--- src/rtl/pipe_pkg.sv ---
// Shared encodings and field layout for pipeline-stage registers.
package pipe_pkg;

  typedef enum logic [1:0] {
    ST_EMPTY = 2'b00,
    ST_ONE   = 2'b01,
    ST_FULL  = 2'b10
  } pipe_state_e;

  localparam int PIPE_DATA_W = 48;
  localparam int PIPE_CTRL_W = 8;

  // MEM/WB payload layout: {memdata, aluresult, instr}
  localparam int MW_INSTR_LSB   = 0;
  localparam int MW_INSTR_W     = 16;
  localparam int MW_ALU_LSB     = 16;
  localparam int MW_ALU_W       = 16;
  localparam int MW_MEMDATA_LSB = 32;
  localparam int MW_MEMDATA_W   = 16;

  // MEM/WB control layout; bit 7 is spare
  localparam int MW_REGTOWRITE_LSB = 0;
  localparam int MW_REGTOWRITE_W   = 4;
  localparam int MW_REGWRITE_BIT   = 4;
  localparam int MW_MEMTOREG_BIT   = 5;
  localparam int MW_INVAL_BIT      = 6;

endpackage

--- src/rtl/dff.sv ---
// Generic enabled D flip-flop bank with synchronous active-low clear to zero.
module dff #(
  parameter int W = 1
) (
  input  logic         i_clk,
  input  logic         i_rst,
  input  logic         i_en,
  input  logic [W-1:0] i_d,
  output logic [W-1:0] o_q
);
  logic [W-1:0] r_q;

  always_ff @(posedge i_clk) begin
    if (!i_rst)    r_q <= '0;
    else if (i_en) r_q <= i_d;
  end

  assign o_q = r_q;
endmodule

--- src/rtl/pipe_stage_reg_slot.sv ---
// One pipeline slot: valid bit, control field and payload.
// Clear kills valid and control but leaves the payload untouched.
module pipe_slot
  import pipe_pkg::*;
#(
  parameter int DATA_W = PIPE_DATA_W,
  parameter int CTRL_W = PIPE_CTRL_W
) (
  input  logic              i_clk,
  input  logic              i_rst,
  input  logic              i_load,
  input  logic              i_clr,
  input  logic [CTRL_W-1:0] i_ctrl,
  input  logic [DATA_W-1:0] i_data,
  output logic              o_valid,
  output logic [CTRL_W-1:0] o_ctrl,
  output logic [DATA_W-1:0] o_data
);
  logic w_en;
  assign w_en = i_load | i_clr;

  dff #(.W(1)) u_valid (
    .i_clk(i_clk), .i_rst(i_rst), .i_en(w_en),
    .i_d(~i_clr), .o_q(o_valid)
  );

  dff #(.W(CTRL_W)) u_ctrl (
    .i_clk(i_clk), .i_rst(i_rst), .i_en(w_en),
    .i_d(i_clr ? '0 : i_ctrl), .o_q(o_ctrl)
  );

  dff #(.W(DATA_W)) u_data (
    .i_clk(i_clk), .i_rst(i_rst), .i_en(i_load & ~i_clr),
    .i_d(i_data), .o_q(o_data)
  );
endmodule

--- src/rtl/pipe_stage_reg.sv ---
// Valid/ready pipeline-stage register with flush and optional 2-entry skid.
//   state    | meaning
//   ST_EMPTY | no entry held, in_ready=1
//   ST_ONE   | main slot valid, in_ready=1
//   ST_FULL  | main and skid valid, in_ready=0
module pipe_stage_reg
  import pipe_pkg::*;
#(
  parameter int DATA_W = PIPE_DATA_W,
  parameter int CTRL_W = PIPE_CTRL_W,
  parameter int SKID   = 1
) (
  input  logic              i_clk,
  input  logic              i_rst,
  input  logic              i_in_valid,
  output logic              o_in_ready,
  input  logic [DATA_W-1:0] i_in_data,
  input  logic [CTRL_W-1:0] i_in_ctrl,
  output logic              o_out_valid,
  input  logic              i_out_ready,
  output logic [DATA_W-1:0] o_out_data,
  output logic [CTRL_W-1:0] o_out_ctrl,
  input  logic              i_flush,
  output logic [1:0]        o_occ
);
  logic              w_in_xfer, w_out_xfer;
  logic              w_main_load, w_main_clr, w_main_valid;
  logic [CTRL_W-1:0] w_main_ctrl, w_main_ctrl_d;
  logic [DATA_W-1:0] w_main_data, w_main_data_d;

  assign w_in_xfer  = i_in_valid & o_in_ready;
  assign w_out_xfer = w_main_valid & i_out_ready;

  pipe_slot #(.DATA_W(DATA_W), .CTRL_W(CTRL_W)) u_main (
    .i_clk(i_clk), .i_rst(i_rst), .i_load(w_main_load), .i_clr(w_main_clr),
    .i_ctrl(w_main_ctrl_d), .i_data(w_main_data_d),
    .o_valid(w_main_valid), .o_ctrl(w_main_ctrl), .o_data(w_main_data)
  );

  assign o_out_valid = w_main_valid;
  assign o_out_data  = w_main_data;
  assign o_out_ctrl  = w_main_valid ? w_main_ctrl : '0;

  if (SKID != 0) begin : g_skid
    pipe_state_e       r_state;
    logic              r_in_ready;
    logic              w_skid_load, w_skid_clr, w_skid_valid;
    logic [CTRL_W-1:0] w_skid_ctrl;
    logic [DATA_W-1:0] w_skid_data;

    pipe_slot #(.DATA_W(DATA_W), .CTRL_W(CTRL_W)) u_skid (
      .i_clk(i_clk), .i_rst(i_rst), .i_load(w_skid_load), .i_clr(w_skid_clr),
      .i_ctrl(i_in_ctrl), .i_data(i_in_data),
      .o_valid(w_skid_valid), .o_ctrl(w_skid_ctrl), .o_data(w_skid_data)
    );

    always_ff @(posedge i_clk) begin
      if (!i_rst) begin
        r_state    <= ST_EMPTY;
        r_in_ready <= 1'b0;
      end else if (i_flush) begin
        r_state    <= ST_EMPTY;
        r_in_ready <= 1'b1;
      end else begin
        case (r_state)
          ST_EMPTY: begin
            if (w_in_xfer) r_state <= ST_ONE;
            r_in_ready <= 1'b1;
          end
          ST_ONE: begin
            if (w_in_xfer && !w_out_xfer) begin
              r_state    <= ST_FULL;
              r_in_ready <= 1'b0;
            end else begin
              if (!w_in_xfer && w_out_xfer) r_state <= ST_EMPTY;
              r_in_ready <= 1'b1;
            end
          end
          ST_FULL: begin
            if (w_out_xfer) begin
              r_state    <= ST_ONE;
              r_in_ready <= 1'b1;
            end
          end
          default: begin
            r_state    <= ST_EMPTY;
            r_in_ready <= 1'b1;
          end
        endcase
      end
    end

    // In FULL the main slot refills from skid; otherwise straight from upstream
    assign w_main_load = ~i_flush &
                         (((r_state == ST_EMPTY) & w_in_xfer) |
                          ((r_state == ST_ONE)   & w_in_xfer & w_out_xfer) |
                          ((r_state == ST_FULL)  & w_out_xfer));
    assign w_main_clr  = i_flush | ((r_state == ST_ONE) & w_out_xfer & ~w_in_xfer);
    assign w_skid_load = ~i_flush & (r_state == ST_ONE) & w_in_xfer & ~w_out_xfer;
    assign w_skid_clr  = i_flush | ((r_state == ST_FULL) & w_out_xfer);

    assign w_main_data_d = (r_state == ST_FULL) ? w_skid_data : i_in_data;
    assign w_main_ctrl_d = (r_state == ST_FULL) ? w_skid_ctrl : i_in_ctrl;
    assign o_in_ready    = r_in_ready;
    assign o_occ         = 2'(w_main_valid) + 2'(w_skid_valid);
  end else begin : g_single
    logic r_run;

    // Holds in_ready low through reset even though the slot is empty
    always_ff @(posedge i_clk) begin
      if (!i_rst) r_run <= 1'b0;
      else        r_run <= 1'b1;
    end

    assign w_main_load   = ~i_flush & w_in_xfer;
    assign w_main_clr    = i_flush | (w_out_xfer & ~w_in_xfer);
    assign w_main_data_d = i_in_data;
    assign w_main_ctrl_d = i_in_ctrl;
    assign o_in_ready    = r_run & (~w_main_valid | i_out_ready);
    assign o_occ         = {1'b0, w_main_valid};
  end
endmodule

--- config.mk ---
export PLATFORM = sky130hd
export DESIGN_NAME = pipe_stage_reg
export DESIGN_NICKNAME = d
export VERILOG_FILES = /design/src/rtl/pipe_pkg.sv /design/src/rtl/dff.sv /design/src/rtl/pipe_stage_reg_slot.sv /design/src/rtl/pipe_stage_reg.sv
export SDC_FILE = /design/constraint.sdc
export NUM_CORES = 1
export LEC_CHECK = 0
export CAP_MARGIN = 25
export CORE_UTILIZATION = 55
export DETAILED_ROUTE_END_ITERATION = 8
export PLACE_DENSITY_LB_ADDON = 0.2
export REMOVE_ABC_BUFFERS = 1
export SYNTH_ARGS = -nofsm -noshare
export SYNTH_HDL_FRONTEND = slang
export SYNTH_HIERARCHICAL = 1
export SYNTH_SLANG_ARGS = --single-unit
--- constraint.sdc ---
create_clock -name i_clk -period 3.8 [get_ports i_clk]
set_input_delay 0.76 -clock i_clk [delete_from_list [all_inputs] [get_ports i_clk]]
set_output_delay 0.76 -clock i_clk [all_outputs]
set_load 0.05 [all_outputs]
Yosys cells after proc, flatten, opt, wreduce, memory -nomap -nowiden:

Cells that the tools add are included.

* register bits after elaboration: 117
* output and inout bits: 60
* input port bits: 61
* logic and storage cells: 62

* add/subtract/negate cells: 1
* reductions and logical operators: 7
* equality and inequality tests: 6
* bitwise operators: 26
* muxes and demuxes: 14

Operators with widths (number)
* $mux W48: 1
* $mux W8: 4
* $and A1 B1 Y1: 14
* $mux W2: 4
* $ne A3 B3 Y1 const B: 2
* $not A1 Y1: 6
* $or A1 B1 Y1: 6
* $pmux W2 S3: 1
* $ne A2 B2 Y1 const B: 2
* $mux W1: 3
* $reduce_and A3 Y1: 1
* $add A1 B1 Y2: 1
* $eq A2 B1 Y1 const B: 1
* $eq A2 B2 Y1 const B: 1
* $logic_and A1 B1 Y1: 2
* $logic_not A1 Y1: 2
* $logic_not A2 Y1: 1
* $pmux W1 S2: 1
* $reduce_or A2 Y1: 1

Depth between registers and ports, before layout:

* word-level depth: 7
* mapped depth: 11
* gate-level depth less buffers: 6

Cells and area by module:

Netlist, hierarchy kept.

Modules (own cells, without submodules)
* dff (g_skid.u_skid.u_data ...): cells an instance 155, area each 1845.5 um2, instances 2, sequential area each 960.9 um2
* pipe_stage_reg: cells an instance 215, area each 979.7 um2, instances 1, sequential area each 60.1 um2
* dff (g_skid.u_skid.u_ctrl ...): cells an instance 25, area each 301.5 um2, instances 2, sequential area each 160.2 um2
* pipe_slot: cells an instance 12, area each 77.6 um2, instances 2, sequential area each 0.0 um2
* dff (g_skid.u_skid.u_valid ...): cells an instance 3, area each 36.3 um2, instances 2, sequential area each 20.0 um2

Least setup slack after synthesis:

Ideal clock, no wire load.

* path kind: input-to-reg
* start point: input port i_out_ready
* end point: register u_main.u_data.r_q[26], in the netlist u_main/u_data/o_q[26]
* buffers on the path: 3
* setup slack: 1563 ps
* required time: 3683 ps
* library setup time: 117 ps
* arrival: 2120 ps
* stages: 9
* cells stage by stage: nand2_2 or3_1 a21oi_1 nor2b_1 buf_4 buf_12 buf_12 mux2i_1 nor2b_1

* cells in the longest elaborated chain, start to end: 6
* elaborated cells on any way between the ends: 11
* those cells by class: bitwise (11)

RTL lines
* start: declaration: line pipe_stage_reg.sv:20 `input logic i_out_ready,`
* $and A1 B1 Y1 (*): line pipe_stage_reg.sv:32 `assign w_out_xfer = w_main_valid & i_out_ready;`
* $and A1 B1 Y1: line pipe_stage_reg.sv:96 `((r_state == ST_ONE) & w_in_xfer & w_out_xfer) |`
* $or A1 B1 Y1: line pipe_stage_reg.sv:95 `(((r_state == ST_EMPTY) & w_in_xfer) |`
* $or A1 B1 Y1 (*): line pipe_stage_reg.sv:96
* $and A1 B1 Y1 (*): line pipe_stage_reg.sv:94 `assign w_main_load = ~i_flush &`
* named net w_main_load: line pipe_stage_reg.sv:27 `logic w_main_load, w_main_clr, w_main_valid;`
* $and A1 B1 Y1 (*): line pipe_stage_reg_slot.sv:33 `.i_clk(i_clk), .i_rst(i_rst), .i_en(i_load & ~i_clr),`
* end signal: assignment: line dff.sv:15 `else if (i_en) r_q <= i_d;`
* end: declaration: line dff.sv:11 `logic [W-1:0] r_q;`

Mark *: on every way through the listed nets, which the timed path passes. The rest lies on a longest branch.
A chain may end at the register's enable or synchronous reset.

Final worst setup path:

* start point: register u_main.u_valid.r_q, in the netlist u_main/u_valid/o_q
* end point: output port o_occ[0]

* cells in the longest elaborated chain, start to end: 1

RTL lines
* start: declaration: line dff.sv:11
* start signal: assignment: line dff.sv:15
* $add A1 B1 Y2: line pipe_stage_reg.sv:105 `assign o_occ = 2'(w_main_valid) + 2'(w_skid_valid);`
* end: declaration: line pipe_stage_reg.sv:24 `output logic [1:0] o_occ`

Every way passes these cells.

==> results_dict.tcl <==
set metrics [dict create \
    place_area_um2 6640 \
    syn_area_per_cell_um2 9.09 \
    hold_class "flip-flop to flip-flop" \
    setup_tns_ps 0 \
    critical_path_class "flip-flop to primary output" \
    die-area_um2 10400 \
    synth-warning-count 6 \
    maxSlewHeadroom_pct 47.8 \
    syn_area_um2 5500 \
    drt_iter0_drc 108 \
    htreeDepth 4 \
    n_antenna_cell 0 \
    cts_resized 0 \
    grt_start_max_net_pins 77 \
    critPathSlowestCell "clkdlybuf4s50_1" \
    power_density_nw_per_um2 442 \
    area_delta_synth_final_pct 32.4 \
    antenna_found_initial 0 \
    grt.total_usage_pct 23.8 \
    utilization_pct 74.9 \
    fin_crit_ps 2830 \
    grt_pass1_vias 4090 \
    fin_hold_ws_ps 509 \
    die_x_um 102 \
    overflow 0 \
    worst_slew_pin_slew_ps 783 \
    status "finished, final reports clean" \
    hold_viol_final 0 \
    clockBufferDepth 2 \
    cp_num_buf_inv 1 \
    insertion_delay_ps 500 \
    max_stage_delay_ps 790 \
    crit_fanout 14 \
    dr_total_vias 4248 \
    fmax_mhz 354 \
    cp_top_family "buffers and inverters" \
    critPathCaptureType "primary output" \
    die_y_um 102 \
    synth_seq_cells 117 \
    final_nets 774 \
    total_power_w 0.00322 \
    synth_cell_type_count 25 \
    worstPathRequired_ps 3040 \
    startpoint_type "flip-flop" \
    cts_setup_buffers 0 \
    gp_congestion 0.767 \
    route.detailed.drc 0 \
    mostFrequentLayoutCell "nand2_1" \
    cts-root-buf "clkbuf_8" \
    syn-instance-count 605 \
    final_cell_mix "nand2_1 (170), nor2b_1 (131), clkdlybuf4s50_1 (119)" \
    timing.final.max_slew_violations 0 \
    drive_gt1_share_pct 6.76 \
    path_clk_slew_ps 60 \
    path_cells "ha_1 > clkdlybuf4s50_1" \
    cap_viol_max_count 0 \
    wire_per_inst_um 14.0 \
    grt_pass1_wl_um 19000 \
    clock_skew_ps 10.2 \
    final_antenna_net_count 0 \
    cts_tree "done" \
    cts_sinks 117 \
    fin_crit_sh_pct 74.4 \
    cp.arrival_ps 2070 \
    initial_core_util_pct 56.5 \
    first_pass_iters 5 \
    yosysSeqAreaShare_pct 42.6 \
    rsz0062_at_grt "false" \
    place.detailed.hpwl_um 7600 \
    p_leak_nw 2.71 \
    via_per_inst 4.95 \
    wl_um 12000 \
    stdcell_area_um2 7290 \
    io_pins 121 \
    setup_viol 0 \
    cts_inserted_buffers 17 \
    coreArea_um2 9730 \
    port_buffers 120 \
    ir_worst_vdd_uv 297 \
    fp-row-count 36 \
    cts.hold.buffers_added 0 \
]
[worst reg2reg max path: stages (launching register included)]
cell	delay (ps)
dfxtp_1	450
nand2b_2	690
o21bai_1	170
buf_4	220
nor2b_4	450
buf_12	270
mux2i_1	230
nor2b_1	80
[synthesized netlist by cell type]
cell type,instances,area share [%]
a21oi_1,4,0.36
a311oi_2,1,0.27
a41o_2,1,0.20
and2_1,8,0.91
buf_12,6,2.2
buf_2,11,1.0
buf_4,12,1.6
buf_6,4,0.82
clkbuf_1,7,0.48
dfxtp_1,117,43
ha_1,1,0.23
inv_1,3,0.20
mux2i_1,114,21
nand2_1,170,12
nand2_2,1,0.11
nand2b_1,1,0.11
nand4b_1,2,0.32
nor2b_1,134,15
nor3b_1,1,0.14
o21ai_0,1,0.091
o21bai_1,1,0.14
o22a_2,1,0.18
or2_1,2,0.23
or2_2,1,0.11
or3_1,1,0.11
[power by group]
part           internal [W]  switching (W)
sequential          0.00125      0.0000155
clock               0.00110       0.000550
combinational      0.000152       0.000156
[logic make-up after synthesis]
group | synth area share (%)
AND/OR/NAND/NOR | 28.9
multiplexers | 20.7
buffers and inverters | 6.32
flip-flops | 42.6
adder cells (fa/ha/maj) | 0.227
AO/OA/AOI/OAI | 1.25
[layer usage]
| layer | GRT usage, % | part of all wire (%) | vias to the layer above |
|---|---|---|---|
| li1 | - | - | 2154 |
| met1 | 28.5 | 45 | 1979 |
| met2 | 39.9 | 49 | 105 |
| met3 | 7.39 | 5.3 | 10 |
| met4 | 9.34 | 1.0 | 0 |
| met5 | 0 | 0 | - |
[final timing paths]
check / startpoint / endpoint / slack [ps] / cells past startpoint
setup reg to reg: g_skid.r_state[0] / g_skid.u_skid/u_data/o_q[16] / 1120 / 7
hold reg to reg: u_main/u_ctrl/o_q[5] / u_main/u_ctrl/o_q[5] / 510 / 2
setup / recovery: u_main/u_valid/o_q / o_occ[0] / 970 / 2
hold / removal: u_main/u_ctrl/o_q[5] / u_main/u_ctrl/o_q[5] / 510 / 2
[flip-flops by register name, summed over array words and instances, names as in the netlist]
name / count
g_skid.u_skid/u_data/o_q: 48
u_main/u_data/o_q: 48
g_skid.r_state: 2
g_skid.u_skid/u_valid/o_q: 1
u_main/u_ctrl/o_q: 8
g_skid.u_skid/u_ctrl/o_q: 8
o_in_ready: 1
u_main/u_valid/o_q: 1
[through the flow]
step	cells	setup WS, ps
6_report	858	974
3_3_place_gp	825	914
3_5_place_dp	825	861
2_1_floorplan	565	-1820
4_1_cts	857	946
5_1_grt	858	859
[cell type report]
class,instances,area [um^2]
Fill cell,717,2440
Multi-Input combinational cell,445,2840
Clock inverter,12,178
Tap cell,133,166
Sequential cell,117,2340
Clock buffer,20,445
Timing Repair Buffer,128,1310
Inverter,3,11.3
Note: power is estimated with default switching activity, not from simulation.
